[src/rtl/esm_dwell_sequencer_banked.sv]
// Banked ESM dwell sequencer: runs dwell programs from one of several
// instruction banks, sequences AD9361 fast-lock retunes, emits dwell metadata.
package esm_dwell_pkg;
    typedef struct packed {
        logic [7:0]  tag;
        logic [15:0] frequency;
        logic [15:0] duration;
        logic [7:0]  fast_lock_profile;
    } esm_dwell_metadata_t;

    typedef struct packed {
        logic       valid;
        logic       global_counter_check;
        logic       global_counter_dec;
        logic       skip_pll_prelock_wait;
        logic       skip_pll_lock_check;
        logic       skip_pll_postlock_wait;
        logic [7:0] repeat_count;
        logic [7:0] entry_index;
        logic [7:0] next_instruction_index;
    } esm_dwell_instruction_t;
endpackage

module esm_dwell_sequencer_banked
    import esm_dwell_pkg::*;
#(
    parameter int NUM_ENTRIES                = 16,
    parameter int NUM_INSTRUCTIONS           = 32,
    parameter int NUM_BANKS                  = 2,
    parameter int COUNTER_WIDTH              = 32,
    parameter int PLL_PRE_LOCK_DELAY_CYCLES  = 8,
    parameter int PLL_POST_LOCK_DELAY_CYCLES = 10,
    parameter int PLL_LOCK_TIMEOUT_CYCLES    = 1024,
    localparam int EW = $clog2(NUM_ENTRIES),
    localparam int IW = $clog2(NUM_INSTRUCTIONS),
    localparam int BW = $clog2(NUM_BANKS)
) (
    input  logic                     Clk,
    input  logic                     Rst,
    input  logic                     Entry_wr_valid,
    input  logic [EW-1:0]            Entry_wr_index,
    input  esm_dwell_metadata_t      Entry_wr_data,
    input  logic                     Inst_wr_valid,
    input  logic [BW-1:0]            Inst_wr_bank,
    input  logic [IW-1:0]            Inst_wr_index,
    input  esm_dwell_instruction_t   Inst_wr_data,
    input  logic                     Program_start,
    input  logic [BW-1:0]            Program_bank,
    input  logic [COUNTER_WIDTH-1:0] Global_counter_init,
    input  logic                     Program_stop,
    input  logic                     Bank_swap_req,
    input  logic [BW-1:0]            Bank_swap_bank,
    output logic [3:0]               Ad9361_control,
    input  logic [7:0]               Ad9361_status,
    output logic                     Dwell_active,
    output esm_dwell_metadata_t      Dwell_data,
    output logic [31:0]              Dwell_sequence_num,
    output logic [BW-1:0]            Active_bank,
    output logic                     Program_running,
    output logic                     Pll_lock_error,
    output logic                     Wr_error
);

    typedef enum logic [3:0] {
        S_IDLE, S_FETCH_INST, S_FETCH_ENTRY, S_CHECK, S_PLL_PRE,
        S_PLL_LOCK, S_PLL_POST, S_DWELL, S_NEXT
    } state_t;

    esm_dwell_metadata_t    entry_mem [NUM_ENTRIES];
    esm_dwell_instruction_t inst_mem  [NUM_BANKS][NUM_INSTRUCTIONS];

    state_t                 state_q;
    state_t                 after_lock;
    state_t                 after_pre;
    state_t                 after_chk;
    esm_dwell_metadata_t    entry_rd_q;
    esm_dwell_metadata_t    entry_q;
    esm_dwell_metadata_t    dwell_data_q;
    esm_dwell_instruction_t inst_rd_q;
    esm_dwell_instruction_t inst_q;
    logic [BW-1:0]          bank_q;
    logic [BW-1:0]          swap_bank_q;
    logic                   swap_pend_q;
    logic [IW-1:0]          idx_q;
    logic [7:0]             rep_q;
    logic [31:0]            wait_q;
    logic [COUNTER_WIDTH-1:0] gcnt_q;
    logic [31:0]            seq_cnt_q;
    logic [31:0]            seq_q;
    logic [3:0]             ad_q;
    logic                   active_q;
    logic                   pll_err_q;
    logic                   wr_err_q;
    logic                   running;
    logic                   wr_drop;
    logic [15:0]            dur_m1;
    logic                   unused_bits;

    assign running = (state_q != S_IDLE);
    assign wr_drop = Inst_wr_valid && running && (Inst_wr_bank == bank_q);
    assign dur_m1  = (entry_q.duration == 16'd0) ? 16'd0
                                                 : entry_q.duration - 16'd1;
    assign unused_bits = ^{inst_q, entry_q, Ad9361_status[6:0]};

    // Retune chain: each enabled wait stage is entered, skipped ones fall through
    always_comb begin
        after_lock = inst_q.skip_pll_postlock_wait ? S_DWELL : S_PLL_POST;
        after_pre  = inst_q.skip_pll_lock_check ? after_lock : S_PLL_LOCK;
        after_chk  = inst_q.skip_pll_prelock_wait ? after_pre : S_PLL_PRE;
    end

    always_ff @(posedge Clk) begin
        if (Entry_wr_valid) begin
            entry_mem[Entry_wr_index] <= Entry_wr_data;
        end
        if (Inst_wr_valid && !wr_drop) begin
            inst_mem[Inst_wr_bank][Inst_wr_index] <= Inst_wr_data;
        end
        inst_rd_q  <= inst_mem[bank_q][idx_q];
        entry_rd_q <= entry_mem[inst_q.entry_index[EW-1:0]];
    end

    always_ff @(posedge Clk) begin
        if (Rst) begin
            state_q      <= S_IDLE;
            entry_q      <= '0;
            inst_q       <= '0;
            dwell_data_q <= '0;
            bank_q       <= '0;
            swap_bank_q  <= '0;
            swap_pend_q  <= 1'b0;
            idx_q        <= '0;
            rep_q        <= '0;
            wait_q       <= '0;
            gcnt_q       <= '0;
            seq_cnt_q    <= '0;
            seq_q        <= '0;
            ad_q         <= '0;
            active_q     <= 1'b0;
            pll_err_q    <= 1'b0;
            wr_err_q     <= 1'b0;
        end else begin
            pll_err_q <= 1'b0;
            wr_err_q  <= wr_drop;
            unique case (state_q)
                S_IDLE: begin
                    if (Program_start && !Program_stop) begin
                        bank_q  <= Program_bank;
                        idx_q   <= '0;
                        gcnt_q  <= Global_counter_init;
                        wait_q  <= '0;
                        state_q <= S_FETCH_INST;
                    end else if (Bank_swap_req) begin
                        bank_q <= Bank_swap_bank;
                    end
                end
                S_FETCH_INST: begin
                    if (wait_q == 32'd0) begin
                        wait_q <= 32'd1;
                    end else begin
                        inst_q  <= inst_rd_q;
                        wait_q  <= '0;
                        rep_q   <= '0;
                        state_q <= inst_rd_q.valid ? S_FETCH_ENTRY : S_IDLE;
                    end
                end
                S_FETCH_ENTRY: begin
                    if (wait_q == 32'd0) begin
                        wait_q <= 32'd1;
                    end else begin
                        entry_q <= entry_rd_q;
                        wait_q  <= '0;
                        state_q <= S_CHECK;
                    end
                end
                S_CHECK: begin
                    wait_q <= '0;
                    if (inst_q.global_counter_check && gcnt_q == '0) begin
                        state_q <= S_IDLE;
                    end else if (rep_q == 8'd0) begin
                        ad_q    <= entry_q.fast_lock_profile[3:0];
                        state_q <= after_chk;
                    end else begin
                        state_q <= S_DWELL;
                    end
                end
                S_PLL_PRE: begin
                    if (wait_q == 32'(PLL_PRE_LOCK_DELAY_CYCLES - 1)) begin
                        wait_q  <= '0;
                        state_q <= after_pre;
                    end else begin
                        wait_q <= wait_q + 32'd1;
                    end
                end
                S_PLL_LOCK: begin
                    if (Ad9361_status[7]) begin
                        wait_q  <= '0;
                        state_q <= after_lock;
                    end else if (wait_q == 32'(PLL_LOCK_TIMEOUT_CYCLES - 1)) begin
                        pll_err_q <= 1'b1;
                        wait_q    <= '0;
                        state_q   <= after_lock;
                    end else begin
                        wait_q <= wait_q + 32'd1;
                    end
                end
                S_PLL_POST: begin
                    if (wait_q == 32'(PLL_POST_LOCK_DELAY_CYCLES - 1)) begin
                        wait_q  <= '0;
                        state_q <= S_DWELL;
                    end else begin
                        wait_q <= wait_q + 32'd1;
                    end
                end
                S_DWELL: begin
                    // First cycle in this state launches the dwell
                    if (!active_q) begin
                        active_q     <= 1'b1;
                        dwell_data_q <= entry_q;
                        seq_q        <= seq_cnt_q;
                        seq_cnt_q    <= seq_cnt_q + 32'd1;
                        wait_q       <= 32'(dur_m1);
                        if (inst_q.global_counter_dec && gcnt_q != '0) begin
                            gcnt_q <= gcnt_q - COUNTER_WIDTH'(1);
                        end
                    end else if (wait_q == 32'd0) begin
                        active_q <= 1'b0;
                        state_q  <= S_NEXT;
                    end else begin
                        wait_q <= wait_q - 32'd1;
                    end
                end
                S_NEXT: begin
                    if (rep_q < inst_q.repeat_count) begin
                        rep_q   <= rep_q + 8'd1;
                        state_q <= S_CHECK;
                    end else begin
                        if (swap_pend_q) begin
                            bank_q      <= swap_bank_q;
                            idx_q       <= '0;
                            swap_pend_q <= 1'b0;
                        end else begin
                            idx_q <= inst_q.next_instruction_index[IW-1:0];
                        end
                        wait_q  <= '0;
                        state_q <= S_FETCH_INST;
                    end
                end
                default: state_q <= S_IDLE;
            endcase
            if (Bank_swap_req && running) begin
                swap_pend_q <= 1'b1;
                swap_bank_q <= Bank_swap_bank;
            end
            if (Program_stop) begin
                state_q  <= S_IDLE;
                active_q <= 1'b0;
            end
        end
    end

    assign Ad9361_control     = ad_q;
    assign Dwell_active       = active_q;
    assign Dwell_data         = dwell_data_q;
    assign Dwell_sequence_num = seq_q;
    assign Active_bank        = bank_q;
    assign Program_running    = running;
    assign Pll_lock_error     = pll_err_q;
    assign Wr_error           = wr_err_q;

endmodule

[config.mk]
export PLATFORM = sky130hd
export DESIGN_NAME = esm_dwell_sequencer_banked
export DESIGN_NICKNAME = d
export VERILOG_FILES = /design/src/rtl/esm_dwell_sequencer_banked.sv
export SDC_FILE = /design/constraint.sdc
export NUM_CORES = 2
export LEC_CHECK = 0
export ABC_AREA = 1
export CAP_MARGIN = 40
export CORE_MARGIN = 2
export CORE_UTILIZATION = 62
export DETAILED_ROUTE_END_ITERATION = 16
export PLACE_DENSITY = 0.8
export SYNTH_ARGS = -nofsm -noshare
export SYNTH_HDL_FRONTEND = slang
export SYNTH_SLANG_ARGS = --single-unit
[constraint.sdc]
create_clock -name Clk -period 3.5 [get_ports Clk]
set_input_delay 0.525 -clock Clk [delete_from_list [all_inputs] [get_ports Clk]]
set_output_delay 0.525 -clock Clk [all_outputs]
set_load 0.005 [all_outputs]
==> Word level (Yosys, flattened, before mapping) <==
Memories as Yosys holds them, arrays and structs flattened. A register that Yosys moved wholly into a read port is not among the register bits.
Index checks and enable logic that the tools add are counted.
{ "word_totals": {"regBits": 296, "ram_bits": 2688, "inputBits": 137, "output_inout_bits": 89, "word_cells": 182, "mem_count": 2} }
{ "memory_table": {"columns": ["name", "depth", "word_bits", "read_ports", "rd_clocked_by_memory_dff", "wr", "line", "text"], "rows": [
  ["inst_mem", 2, 960, 1, 1, 1, "70", "esm_dwell_instruction_t inst_mem [NUM_BANKS][NUM_INSTRUCTIONS];"],
  ["entry_mem", 16, 48, 1, 1, 1, "69", "esm_dwell_metadata_t entry_mem [NUM_ENTRIES];"]
]} }
{ "op_classes": {"add_sub_neg": 6, "n_lt_le_gt_ge": 4, "n_eq_ne": 28, "mux": 61, "bitwise_logic": 6, "n_reduce_logical": 36} }
{ "ops": {"columns": ["operator", "count"], "rows": [
  ["2-to-1 mux 960 bit", 1],
  ["2-to-1 mux 32 bit", 11],
  ["case mux 32 bit (8 select lines)", 1],
  ["binary-select mux 30 bit (select 5 bit)", 1],
  ["demux 30 bit (select 5 bit)", 1],
  ["2-to-1 mux 30 bit", 3],
  ["adder 32 x 1 -> 32 bit (second input constant)", 2],
  ["logical NOT 32 bit", 2],
  ["case mux 32 bit (2 select lines)", 1],
  ["subtractor 32 x 1 -> 32 bit (second input constant)", 2],
  ["2-to-1 mux 4 bit", 9],
  ["case mux 4 bit (9 select lines)", 1],
  ["equality test 32 x 10 -> 1 bit (second input constant)", 1],
  ["equality test 32 x 3 -> 1 bit (second input constant)", 1],
  ["equality test 32 x 4 -> 1 bit (second input constant)", 1],
  ["nonzero test 32 bit", 1],
  ["inequality test 2 bit (second input constant)", 12],
  ["2-to-1 mux 1 bit", 17],
  ["equality test 4 x 3 -> 1 bit (second input constant)", 4],
  ["logical NOT 16 bit", 1],
  ["2-to-1 mux 16 bit", 1],
  ["2-to-1 mux 8 bit", 2],
  ["case mux 8 bit (2 select lines)", 1],
  ["subtractor 16 x 1 -> 16 bit (second input constant)", 1],
  ["30 further kinds", 63]
]} }

==> Logic depth before layout (Yosys ltp) <==
{ "depth": {"ltp_word": 7, "mapped_depth": 15, "depth_no_buf": 15} }

==> Worst setup path before layout <==
Ideal clock, no wire load.
{ "synth_path": {"path_type": "in2reg", "from": "input port Entry_wr_index[0]", "to": "memory entry_mem[13][0] (netlist bit), enable pin", "arrival_time_ns": 2.747, "path_slack_ns": 0.300, "path_stages": 4, "n_path_buf": 0, "path_cell_list": "inv_1 -> nor2_1 -> nand2_1 -> nor2_1"} }
{ "synth_lines": {"columns": ["element", "line", "text"], "rows": [
  ["start: declaration", "41", "input logic [EW-1:0] Entry_wr_index,"],
  ["end: declaration", "69", null]
]} }
No word-level cell before the write port.

==> load_flow_metrics.sql <==
INSERT INTO impl_metrics (metric_group, metric, value, unit) VALUES
('status', 'outcome', 'complete, no violations', ''),
('routing', 'num_vias', '72630', ''),
('critical_path', 'rr_endpoint', 'inst_rd_q[25]$_DFF_P_', ''),
('power_and_ir_drop', 'p_leak', '40.5', 'nW'),
('critical_path', 'critPathCaptureType', 'flip-flop', ''),
('synth', 'synth_cells', '8910', ''),
('floorplan', 'fp.dieW', '415', 'µm'),
('flow_run', 'cap_violations', '0', ''),
('floorplan', 'placeableCoreArea', '167000', 'µm²'),
('routing', 'detail_route.wirelength', '280', 'mm'),
('min_path', 'min_from', 'Inst_wr_data[8]', ''),
('routing', 'route.antenna.remaining_nets', '0', ''),
('grt', 'grt_overflow', '0', ''),
('timing', 'final.setup.tns', '0', 'ns'),
('cts', 'htree_num_levels', '5', ''),
('critical_path', 'rr_worst_depth', '8', ''),
('cts', 'cts_setup_buffers', '0', ''),
('floorplan', 'fp.dieArea', '172000', 'µm²'),
('place', 'buffer_ports.inserted', '211', ''),
('critical_path', 'required', '4.30', 'ns'),
('critical_path', 'crit_path_cell_trace', 'inv_8 > buf_12 > nor2_1 > o22ai_1 > o21ai_0 > o21ai_1 > o21ai_0 > o21ai_1', ''),
('synth', 'yosysWarningCount', '0', ''),
('critical_path', 'critPathBufInv', '2', ''),
('cts', 'cts_root_buffer', 'clkbuf_16', ''),
('grt', 'grt_pass1_vias', '70343', ''),
('critical_path', 'family_with_the_most_delay_on_the_worst_path', 'compound AO/OA/AOI/OAI gates', ''),
('timing', 'final.period_utilization', '86.9', '%'),
('min_path', 'timing.hold.worst_path_depth', '1', ''),
('finish', 'finish.instance_area', '119000', 'µm²'),
('synth', 'synth_seq_cells', '2585', ''),
('power_and_ir_drop', 'irDropWorstVdd', '0.000566', 'V'),
('power_and_ir_drop', 'power.density', '560', 'nW/µm²'),
('place', 'placed_area', '110000', 'µm²'),
('synth', 'synthDistinctLibCells', '50', ''),
('synth', 'synth-async-reset-ratio', '0', '%'),
('timing', 'fmaxAchievable', '0.329', 'GHz'),
('routing', 'drt_iter0_drc', '10591', ''),
('timing', 'max_slew_margin', '33.7', '%'),
('grt', 'track_usage', '31.9', '%'),
('critical_path', 'critPathKind', 'flip-flop to flip-flop', ''),
('timing', 'final_max_slew_viol_count', '0', ''),
('timing', 'setup-violations-final', '0', ''),
('routing', 'drt-pass1-iter-count', '6', ''),
('critical_path', 'critical-path-slowest-cell', 'o21ai_1', ''),
('synth', 'synth_top_area_share', '64.3', '%'),
('timing', 'clock-skew-final', '0.0858', 'ns'),
('cts', 'tritoncts', 'built', ''),
('floorplan', 'initial_utilization', '62.5', '%'),
('min_path', 'path_type_of_the_worst_min_delay_path', 'primary input to flip-flop', ''),
('timing', 'grt_setup_unrepaired', 'no', ''),
('finish', 'sequential_cell_area', '74200', 'µm²'),
('timing', 'final_hold_viol_count', '0', ''),
('cts', 'cts_made_buffers', '275', ''),
('cts', 'clk_path_buf_depth', '4', ''),
('synth', 'synth.net_count', '9063', ''),
('critical_path', 'crit_fanout', '96', ''),
('finish', 'area_growth_syn_to_layout', '13.6', '%'),
('synth', 'netlist.top_cell.by_area', 'edfxtp_1', ''),
('floorplan', 'ios', '226', ''),
('grt', 'grt_first_pass_wirelength', '417', 'mm'),
('synth', 'post_synth_instance_area', '105000', 'µm²'),
('place', 'gp_congestion', '0.926', ''),
('cts', 'clk_transition_reported_paths', '0.06', 'ns'),
('synth', 'seq_area_frac_synth', '70.9', '%'),
('critical_path', 'worst_setup_path_start_kind', 'flip-flop', ''),
('critical_path', 'worst-r2r-setup-slack', '0.46', 'ns'),
('synth', 'synth_area_per_cell', '11.7', 'µm²'),
('cts', 'cts_sinks', '2585', ''),
('synth', 'synth_enable_flop_cells', '2240', ''),
('synth', 'synth.top_cells.by_area', 'edfxtp_1 64%, dfxtp_1 6.6%, o21ai_0 6.2%, nor2_1 4.3%, nand2_1 3.8%', ''),
('timing', 'timing_worst_slew_pin_value', '0.995', 'ns');
layout by cell type (no fill, tap or decap), types with 7 or more instances in the layout:
| cell | instances |
|---|---|
| o22ai_1 | 353 |
| nand4_1 | 25 |
| o21ai_0 | 1293 |
| o21ai_1 | 88 |
| nor2_2 | 78 |
| clkbuf_8 | 12 |
| xnor2_1 | 7 |
| inv_1 | 409 |
| ha_1 | 16 |
| nand2_2 | 12 |
| nor2_1 | 1131 |
| xor2_1 | 40 |
| dfxtp_4 | 7 |
| buf_12 | 78 |
| nor2_4 | 23 |
| clkbuf_16 | 284 |
| buf_4 | 200 |
| inv_2 | 18 |
| clkdlybuf4s50_1 | 186 |
| o211ai_1 | 197 |
| nor3_1 | 46 |
| clkinvlp_4 | 11 |
| o21bai_1 | 11 |
| clkinv_1 | 36 |
| o21a_1 | 8 |
| clkbuf_1 | 55 |
| edfxtp_1 | 2240 |
| bufinv_16 | 15 |
| diode_2 | 16 |
| nand2_1 | 1046 |
| dfxtp_1 | 337 |
| mux2i_1 | 192 |
| nor3_4 | 7 |
| clkinv_2 | 49 |
| a21oi_1 | 499 |
| buf_2 | 25 |
| nand3_1 | 210 |
| inv_6 | 11 |
cell usage after synthesis, types with 15 or more instances:
master	n
inv_1	415
inv_2	18
nor2_1	1211
o21ai_1	88
o211ai_1	197
dfxtp_1	345
nor3_1	46
a21oi_1	499
buf_4	25
buf_1	24
mux2i_1	192
nand4_1	25
xor2_1	40
nor2_2	15
nand2_1	1047
buf_2	163
nand3_1	210
clkbuf_1	347
ha_1	16
edfxtp_1	2240
o22ai_1	353
o21ai_0	1293
repair_timing:
action | in CTS | in global routing
hold buffers | 2 | 0
gates resized for setup | 0 | 0
endpoints found under the hold margin | 12 | 0
sequential cells by signal (all words and copies together), names as in the netlist, 48 cells and up, named ones only:
signal / cells
inst_mem: 1472
entry_q: 48
entry_rd_q: 48
Dwell_data: 48
entry_mem: 768
how the worst max path moves through the flow:
stage	from	depth (start not counted)	slack (ns)	endpoint
3_5_place_dp	Inst_wr_index[1]	7	0.53	inst_mem[0][178]$_DFFE_PP_
3_3_place_gp	Inst_wr_index[1]	7	0.60	inst_mem[0][176]$_DFFE_PP_
2_1_floorplan	Entry_wr_index[0]	4	0.30	entry_mem[13][0]$_DFFE_PP_
6_report	flip-flop	8	0.46	inst_rd_q[25]$_DFF_P_
4_1_cts	state_q[0]$_SDFFE_PP0P_	5	0.52	Program_running
5_1_grt	flip-flop	8	0.33	inst_rd_q[25]$_DFF_P_
logic make-up (layout without fill, tap and decap cells):
kind of cell	count (synthesis)	count (layout)	share of synthesized area [%]
compound gates	2460	2460	12.7
mux	192	192	1.84
fa+ha+maj	16	16	0.191
xor+xnor	47	47	0.393
flops	2585	2585	70.9
simple gates	2604	2604	10.0
other cells	0	16	0
buf+inv	1006	1401	3.97
per-stage QoR:
| step | hold WS [ns] | std cells | utilization [%] | worst slack [ns] | power, W |
|---|---|---|---|---|---|
| after floorplan | 0.431 | 8910 | - | 0.300 | 0.0371 |
| after global placement | 0.438 | 11024 | 65.8 | 0.596 | 0.0391 |
| after detailed placement | 0.434 | 11035 | 65.9 | 0.532 | 0.0393 |
| after CTS | 0.0476 | 11508 | 71.0 | 0.523 | 0.0666 |
| after global routing | 0.0790 | 11522 | 71.1 | 0.330 | 0.0682 |
| final | 0.0997 | 11525 | 71.1 | 0.458 | 0.0666 |
per-layer routing:
metal | share of wire, % | up-vias | track usage [%]
li1 | - | 32351 | -
met4 | 4.9 | 18 | 15.5
met2 | 47 | 4625 | 50.5
met1 | 36 | 34821 | 42.0
met5 | 0.041 | - | 0
met3 | 12 | 815 | 7.16
report_power, final:
| part | internal (W) | switching [W] |
|---|---|---|
| clock | 0.0162 | 0.0115 |
| combinational | 0.00129 | 0.00346 |
| sequential | 0.0339 | 0.000232 |
final cells by class:
class | count | share of cell area (%)
multi-input combinational | 5319 | 22.4
clock inverter | 120 | 0.855
clock buffer | 351 | 6.29
tap | 2204 | 2.32
timing repair buffer | 494 | 4.33
inverter | 436 | 1.40
sequential | 2585 | 62.4
antenna | 16 | 0.0337
(Power assumes the default switching activity.)
